File: src/rtl/pipe_sequencer.sv
// Pipeline sequencer: drives the fetch PC and the IF/ID hazard controls
// (stall, bubble, flush, fetch enable) from branch, load-use and halt
// requests. Every output comes straight from a flop.
//
// Optional performance counters are built only when the macro
// PIPE_SEQUENCER_PERF_EN is defined. Otherwise the counter ports read constant zero.
module pipe_sequencer #(
    parameter int unsigned ADDR_W       = 10,
    parameter int unsigned FLUSH_CYCLES = 2   // legal range 1..7
) (
    input  logic              Clock,
    input  logic              Reset,
    input  logic              iBranchTaken,
    input  logic [ADDR_W-1:0] iBranchTarget,
    input  logic              iLoadUse,
    input  logic              iHalt,
    input  logic              iResume,
    output logic [ADDR_W-1:0] oPC,
    output logic              oFetchEn,
    output logic              oStall,
    output logic              oBubble,
    output logic              oFlush,
    output logic [15:0]       oCycleCount,
    output logic [15:0]       oStallCount
);

    typedef enum logic [1:0] {
        RUN   = 2'd0,
        STALL = 2'd1,
        FLUSH = 2'd2,
        HALT  = 2'd3
    } state_t;

    localparam logic [2:0] FLUSH_LAST = 3'(FLUSH_CYCLES - 1);

    state_t            state, state_nx;
    logic [2:0]        flush_cnt, flush_cnt_nx;
    logic [ADDR_W-1:0] pc_nx, pc_inc;
    logic              fetch_en_nx, stall_nx, bubble_nx, flush_nx;

    assign pc_inc = oPC + ADDR_W'(1);

    // State and registered outputs; reset abandons any flush or stall in flight.
    always_ff @(posedge Clock or posedge Reset) begin
        if (Reset) begin
            state     <= RUN;
            flush_cnt <= '0;
            oPC       <= '0;
            oFetchEn  <= 1'b1;
            oStall    <= 1'b0;
            oBubble   <= 1'b0;
            oFlush    <= 1'b0;
        end else begin
            state     <= state_nx;
            flush_cnt <= flush_cnt_nx;
            oPC       <= pc_nx;
            oFetchEn  <= fetch_en_nx;
            oStall    <= stall_nx;
            oBubble   <= bubble_nx;
            oFlush    <= flush_nx;
        end
    end

    // Next state and next output values; priority is branch > halt > load-use.
    always_comb begin
        state_nx     = state;
        flush_cnt_nx = flush_cnt;
        pc_nx        = oPC;
        fetch_en_nx  = oFetchEn;
        stall_nx     = oStall;
        bubble_nx    = oBubble;
        flush_nx     = oFlush;

        unique case (state)
            RUN, STALL: begin
                if (iBranchTaken) begin
                    state_nx     = FLUSH;
                    pc_nx        = iBranchTarget;
                    flush_cnt_nx = FLUSH_LAST;
                    fetch_en_nx  = 1'b1;
                    stall_nx     = 1'b0;
                    bubble_nx    = 1'b0;
                    flush_nx     = 1'b1;
                end else if (iHalt) begin
                    state_nx    = HALT;
                    fetch_en_nx = 1'b0;
                    stall_nx    = 1'b0;
                    bubble_nx   = 1'b0;
                end else if (iLoadUse) begin
                    // RUN enters STALL, STALL stays; the PC holds either way.
                    state_nx  = STALL;
                    stall_nx  = 1'b1;
                    bubble_nx = 1'b1;
                end else begin
                    state_nx  = RUN;
                    pc_nx     = pc_inc;
                    stall_nx  = 1'b0;
                    bubble_nx = 1'b0;
                end
            end
            FLUSH: begin
                // Requests are ignored here: they come from wrong-path instructions.
                pc_nx = pc_inc;
                if (flush_cnt == 3'd0) begin
                    state_nx = RUN;
                    flush_nx = 1'b0;
                end else begin
                    flush_cnt_nx = flush_cnt - 3'd1;
                    flush_nx     = 1'b1;
                end
            end
            HALT: begin
                if (iBranchTaken) begin
                    state_nx     = FLUSH;
                    pc_nx        = iBranchTarget;
                    flush_cnt_nx = FLUSH_LAST;
                    fetch_en_nx  = 1'b1;
                    flush_nx     = 1'b1;
                end else if (iResume) begin
                    state_nx    = RUN;
                    pc_nx       = pc_inc;
                    fetch_en_nx = 1'b1;
                end
            end
            default: state_nx = RUN;
        endcase
    end

`ifdef PIPE_SEQUENCER_PERF_EN
    logic [15:0] cycle_count, stall_count;

    // Saturating counters: edges since reset, and edges spent in STALL.
    always_ff @(posedge Clock or posedge Reset) begin
        if (Reset) begin
            cycle_count <= '0;
            stall_count <= '0;
        end else begin
            if (cycle_count != 16'hFFFF) cycle_count <= cycle_count + 16'd1;
            if (state == STALL && stall_count != 16'hFFFF) stall_count <= stall_count + 16'd1;
        end
    end

    assign oCycleCount = cycle_count;
    assign oStallCount = stall_count;
`else
    assign oCycleCount = '0;
    assign oStallCount = '0;
`endif

endmodule

File: config.mk
export PLATFORM = sky130hd
export DESIGN_NAME = pipe_sequencer
export DESIGN_NICKNAME = d
export VERILOG_FILES = /design/src/rtl/pipe_sequencer.sv
export SDC_FILE = /design/constraint.sdc
export NUM_CORES = 1
export LEC_CHECK = 0
export BUFFER_PORTS_ARGS = -buffer_cell sky130_fd_sc_hd__buf_2
export CAP_MARGIN = 20
export CORE_MARGIN = 1.5
export CORE_UTILIZATION = 46
export CTS_CLUSTER_DIAMETER = 120
export DETAILED_ROUTE_END_ITERATION = 6
export PLACE_DENSITY_LB_ADDON = 0.2
export SKIP_CTS_REPAIR_TIMING = 1
export SYNTH_ARGS = -nofsm -noshare
export SYNTH_HDL_FRONTEND = slang
export SYNTH_SLANG_ARGS = --single-unit
File: constraint.sdc
create_clock -name Clock -period 1.82 [get_ports Clock]
set_input_delay 0.182 -clock Clock [delete_from_list [all_inputs] [get_ports Clock]]
set_output_delay 0.182 -clock Clock [all_outputs]
set_load 0.1 [all_outputs]
==> results.cfg, run 1 <==
[finish]
antenna_cells = 0
fillCellCount = 274
drive_above_1_share_pct = 29.8
finalNonFillerCells = 202
final-seq-area_um2 = 460
area_growth_pct = 3.70
finalNetCount = 191
utilization_pct = 50.0
multi_input_area_um2 = 662

[floorplan]
pin_count = 62
die_x_um = 56.5
initial_utilization_pct = 48.2
die_h_um = 56.5
rows = 19
design.core.area_mm2 = 0.00273
dieArea_mm2 = 0.00319

[yosys]
yosysTopAreaCellShare_pct = 32.3
yosysWarnings = 0
ys_types = 44
ys_seq_elements = 18
yosysTopAreaCell = dfrtp_1
synth.area.top_cells = dfrtp_1, buf_4, a21oi_1
netlist_area_mm2 = 0.00132
synth_flop_cell = dfrtp_1
synthArstFlopShare_pct = 100
ys_seq_area_share_pct = 34.3
syn_inst = 144
syn_avg_cell_area_um2 = 9.15
synth.top_cells.by_count = buf_4, dfrtp_1, a21oi_1, nand2_1
synth_edf_count = 0
synth_most_common_cell = buf_4

[route]
drtIter0Drc = 22
post-route-drc-count = 0
drt-wirelength-per-cell_um = 12.5
ant_nets = 0
firstDrtPassIters = 4
finalWirelength_mm = 2.52
viasPerCell = 5.04
dr_total_vias = 1018

[cts]
worst_setup_hold_path_clk_slew_ns = 0.11
insertion_delay_ns = 0.29
root_buffer = clkbuf_4
ctsLongestPathBuffers = 2
clock_sinks = 18
cts_made_buffers = 3
cts_max_level = 1
cts_tree = yes

[placement]
routabilityCongestion = 0.792
hpwl_mm = 1.92
dp.cells = 198
numPortBuffers = 29

[sta]
rsz0062_at_grt = no
worst_pin_slew_ns = 0.707
fmax_ghz = 0.656
holdWs_ns = -0.0238
setup_viol = 0
finalCriticalPeriod_ns = 1.52
slew_headroom_pct = 52.8
maxSlewViolCount = 0
hold_viol_final = 17
final.setup.tns_ns = 0
skew_ns = 0.00661
min_period_over_period_pct = 83.8

[setup_path]
rrSetupSlack_ns = 0.30
slowest_stage = dfrtp_1
cp_cell_sequence = nor3_2 > a211o_4 > inv_2 > a21oi_1 > o22a_1
setup.worst_path.start_class = register
worst-path-buf-inv = 1
critPathMaxFanout = 14
crit_path_max_incr_delay_ns = 0.56
arrival_ns = 1.72
end_kind = register
cp.required_ns = 2.02
path_delay_family = compound AO/OA/AOI/OAI gates
critPathKind = register to register

[outcome]
violations = negative hold slack
status = finished, violations left

[grt]
antenna_found_initial = 0
grt_overflow = 0
grt_pass1_wl_mm = 4.20
gr-usage-all-layers_pct = 16.6
first_global_vias = 937
grt_max_degree = 19

[hold_path]
hp-class = input pin to async pin

[run]
drv_cap = 0
==> per-stage QoR <==
| stage | worst slack (ns) | area (µm²) |
|---|---|---|
| floorplan | 0.0816 | 1440 |
| global placement | 0.362 | 1340 |
| detailed placement | 0.306 | 1340 |
| CTS | 0.300 | 1370 |
| global route | 0.174 | 1370 |
| finish | 0.295 | 1370 |
==> routing by layer <==
layer / track usage, % / share of wire, % / vias up
li1: - / - / 500
met1: 22.5 / 47 / 485
met2: 27.1 / 47 / 31
met3: 4.84 / 5.2 / 2
met4: 2.04 / 0.56 / 0
met5: 0 / 0 / -
==> worst reg2reg max path, delay by kind of cell (launching register included) <==
family,cells,cell delay (ns)
compound gates,3,0.63
flops,1,0.56
buf+inv,1,0.15
simple gates,1,0.10
==> state kept, by name, indices dropped and copies added, names as in the netlist <==
name       flops
oFlush         1
state          2
oBubble        1
oFetchEn       1
flush_cnt      3
oPC           10
==> path summary, 6_finish.rpt <==
path	end	from	cells after the start
setup reg to reg	oPC[3]$_DFFE_PP0P_	state[1]$_DFFE_PP0P_	5
hold / removal	oPC[8]$_DFFE_PP0P_	Reset	2
max in group asynchronous	oPC[4]$_DFFE_PP0P_	Reset	2
min in group Clock	oPC[1]$_DFFE_PP0P_	iBranchTarget[1]	3
hold reg to reg	flush_cnt[2]$_DFFE_PP0P_	flush_cnt[2]$_DFFE_PP0P_	2
setup / recovery	oPC[3]$_DFFE_PP0P_	state[1]$_DFFE_PP0P_	5
==> cell type report <==
type / count / share of cell area, %
clock buffers: 4 / 1.92
repair buffers: 29 / 10.6
well taps: 31 / 2.84
inverters: 9 / 2.47
multi-input cells: 111 / 48.4
flip-flops and latches: 18 / 33.7
==> layout by cell type (no fill, tap or decap), types with 2 or more instances in the layout <==
master     count
ha_1           3
clkbuf_4       3
mux2i_1        2
dfrtp_2        7
inv_1          8
buf_2         29
a21oi_1        9
o21ai_0        5
nand3_1        3
o2bb2ai_1      3
nor2_1         8
o22ai_1        4
a22oi_1        3
o31ai_1        2
o21ai_1        3
nand2_1        9
conb_1        32
a31oi_1        2
dfrtp_1       10
==> cell families after synthesis <==
group | count (synthesis) | share of synthesized area (%)
buf+inv | 46 | 24.3
compound gates | 41 | 22.0
simple gates | 33 | 14.7
flops | 18 | 34.3
fa+ha+maj | 3 | 2.85
mux | 2 | 1.52
other cells | 1 | 0.285
Power of run 1 is left out: the tool's default activity adds up to more than one toggle a clock period on the data nets, which glitch-free logic cannot reach.
==> run 2, diff against run 1 <==
Settings changed: ABC_AREA set to 1, CORE_UTILIZATION 46 to 42.
Clock period 1.82 ns to 1.25 ns, I/O delays scaled along.
==> run 2 against run 1 <==
  * The run now ends clean
  * Synthesized cell count is 28% higher
  * Flip-flop and latch count unchanged
  * Final cell count grew 33%
  * First-iteration DRC count down 4.5%
  * Wire length rose by 3.2%
  * Utilization is 10 points higher
  * Register-to-register slack worse by 0.27 ns
  * Worst setup slack worse by 0.28 ns
  * Sequential share of layout area fell by 6.8 points
  * Largest cell class unchanged
==> results.cfg, run 2 <==
[outcome]
status = finished, final reports clean

[placement]
hpwl_mm = 2.01
routabilityCongestion = 0.754
numPortBuffers = 29
dp_worst_setup_slack_ns = -0.0564
placed_area_mm2 = 0.00171

[route]
finalWirelength_mm = 2.60
drt-wirelength-per-cell_um = 9.67
post-route-drc-count = 0
dr_total_vias = 1181
ant_nets = 0
viasPerCell = 4.39
drtIter0Drc = 21
firstDrtPassIters = 4

[finish]
layout_commonest_cell = nand2_1
reg_top3 = oPC x10, flush_cnt x3, state x2
largest_reg_flops = 10
drive_above_1_share_pct = 37.8
area_growth_pct = 36.9
final_cell_mix = nand2_1, conb_1, nor2_1, buf_2, inv_1
finalNetCount = 245
largest_register = oPC
final_cell_area_mm2 = 0.00182
antenna_cells = 0

[yosys]
yosys.area_share.xor_xnor_pct = 0.660
synth-compound-area-share_pct = 8.01
synth_top_family_by_area = simple AND/OR/NAND/NOR gates
synthAdderAreaFrac_pct = 2.83
syn_inst = 185
synth.area.top_cells = dfrtp_1, buf_4, nand2_1
synthArstFlopShare_pct = 100
yosysWarnings = 0
netlist_area_mm2 = 0.00133
yosysTopAreaCell = dfrtp_1
ys_seq_elements = 18
synth.top_cells.by_count = nand2_1, buf_4, nor2_1, inv_1, dfrtp_1
synth_edf_count = 0
yosys.area_share.simple_pct = 27.7
synth_flop_cell = dfrtp_1
ys_seq_area_share_pct = 34.0
syn_avg_cell_area_um2 = 7.18
synth_most_common_cell = nand2_1
synth_mux_area_share_pct = 0
yosysTopAreaCellShare_pct = 32.0
ys_types = 22

[setup_path]
cp.required_ns = 1.12
critPathMaxFanout = 3
setup.worst_path.start_class = register
critPathKind = register to output port
arrival_ns = 1.11
end_kind = output port

[grt]
grt_max_degree = 19
grt_overflow = 0
grt_pass1_wl_mm = 4.08
first_global_vias = 931
gr-usage-all-layers_pct = 15.2
antenna_found_initial = 0

[cts]
worst_setup_hold_path_clk_slew_ns = 0.11
root_buffer = clkbuf_4
cts_max_level = 1
insertion_delay_ns = 0.29
clock_sinks = 18
cts_made_buffers = 3
cts_tree = yes
ctsLongestPathBuffers = 2

[floorplan]
initial_utilization_pct = 43.8
rows = 20
die_x_um = 59.2
dieArea_mm2 = 0.00351
design.core.area_mm2 = 0.00303
die_h_um = 59.2
pin_count = 62

[sta]
maxSlewViolCount = 0
rsz0062_at_grt = yes
holdWs_ns = 0.0815
setup_viol = 0
setup_slack_ns = 0.0110
final.setup.tns_ns = 0
min_period_over_period_pct = 99.1
fmax_ghz = 0.807
skew_ns = 0.00561
finalCriticalPeriod_ns = 1.24
hold_viol_final = 0

[run]
drv_cap = 0

[hold_path]
hp-class = input pin to register
[run 2: cell types whose count changed in the layout (fill, tap and decap cells not counted), moves of 6 or more]
cell | before | now
a21oi_1 | 9 | 1
nor2_2 | 0 | 6
nand2_1 | 9 | 37
o21ai_1 | 3 | 10
buf_12 | 0 | 12
buf_4 | 0 | 7
nor2_1 | 8 | 19
nand3_1 | 3 | 12
inv_1 | 8 | 14
buf_2 | 29 | 15
dfrtp_4 | 0 | 9
[run 2: per-layer routing]
layer  vias to the layer above  share of wire [%]  track usage, %  wire length (µm)
met2                        44                 49            24.2              1270
met3                         2                4.0            1.31               105
met5                         -                  0               0                 0
met1                       541                 46            20.8              1200
li1                        594                  -               -                 -
met4                         0                1.3            6.82                34
[run 2: cell type report]
type                            count  area, µm²
Tap cell                           44       55.1
Clock buffer                        4       26.3
Timing Repair Buffer               40        423
Sequential cell                    18        489
Multi-Input combinational cell    142        742
Inverter                           21       81.3
Fill cell                         279       1210
[run 2: path summary, 6_finish.rpt]
check | startpoint | endpoint | slack [ns] | depth (start not counted)
max | oPC[0]$_DFFE_PP0P_ | oPC[0] | 0.01 | 2
min | iHalt | oBubble$_DFFE_PP0P_ | 0.08 | 2
max reg2reg | oPC[0]$_DFFE_PP0P_ | oPC[4]$_DFFE_PP0P_ | 0.03 | 8
min reg2reg | flush_cnt[0]$_DFFE_PP0P_ | flush_cnt[0]$_DFFE_PP0P_ | 0.48 | 1
max in group asynchronous | Reset | oFetchEn$_DFFE_PP1P_ | 0.62 | 4
min in group asynchronous | Reset | oPC[1]$_DFFE_PP0P_ | 0.37 | 4
[run 2: worst max-delay path, stage by stage (launching register included)]
cell	delay (ns)
dfrtp_4	0.52
buf_6	0.14
buf_12	0.16
[run 2: through the flow]
stage | utilization (%) | instances
6_report | 60.0 | 269
5_1_grt | 60.0 | 269
4_1_cts | 57.2 | 266
3_5_place_dp | 56.3 | 262
3_3_place_gp | 56.3 | 262
2_1_floorplan | - | 216
[run 2: cell families (layout without fill, tap and decap cells)]
group           after synthesis  count (layout)
compound gates               20              20
xor+xnor                      1               1
fa+ha+maj                     3               3
buf+inv                      56              65
flops                        18              18
other cells                   1              32
simple gates                 86              86
Power of run 2 is left out for the same reason.
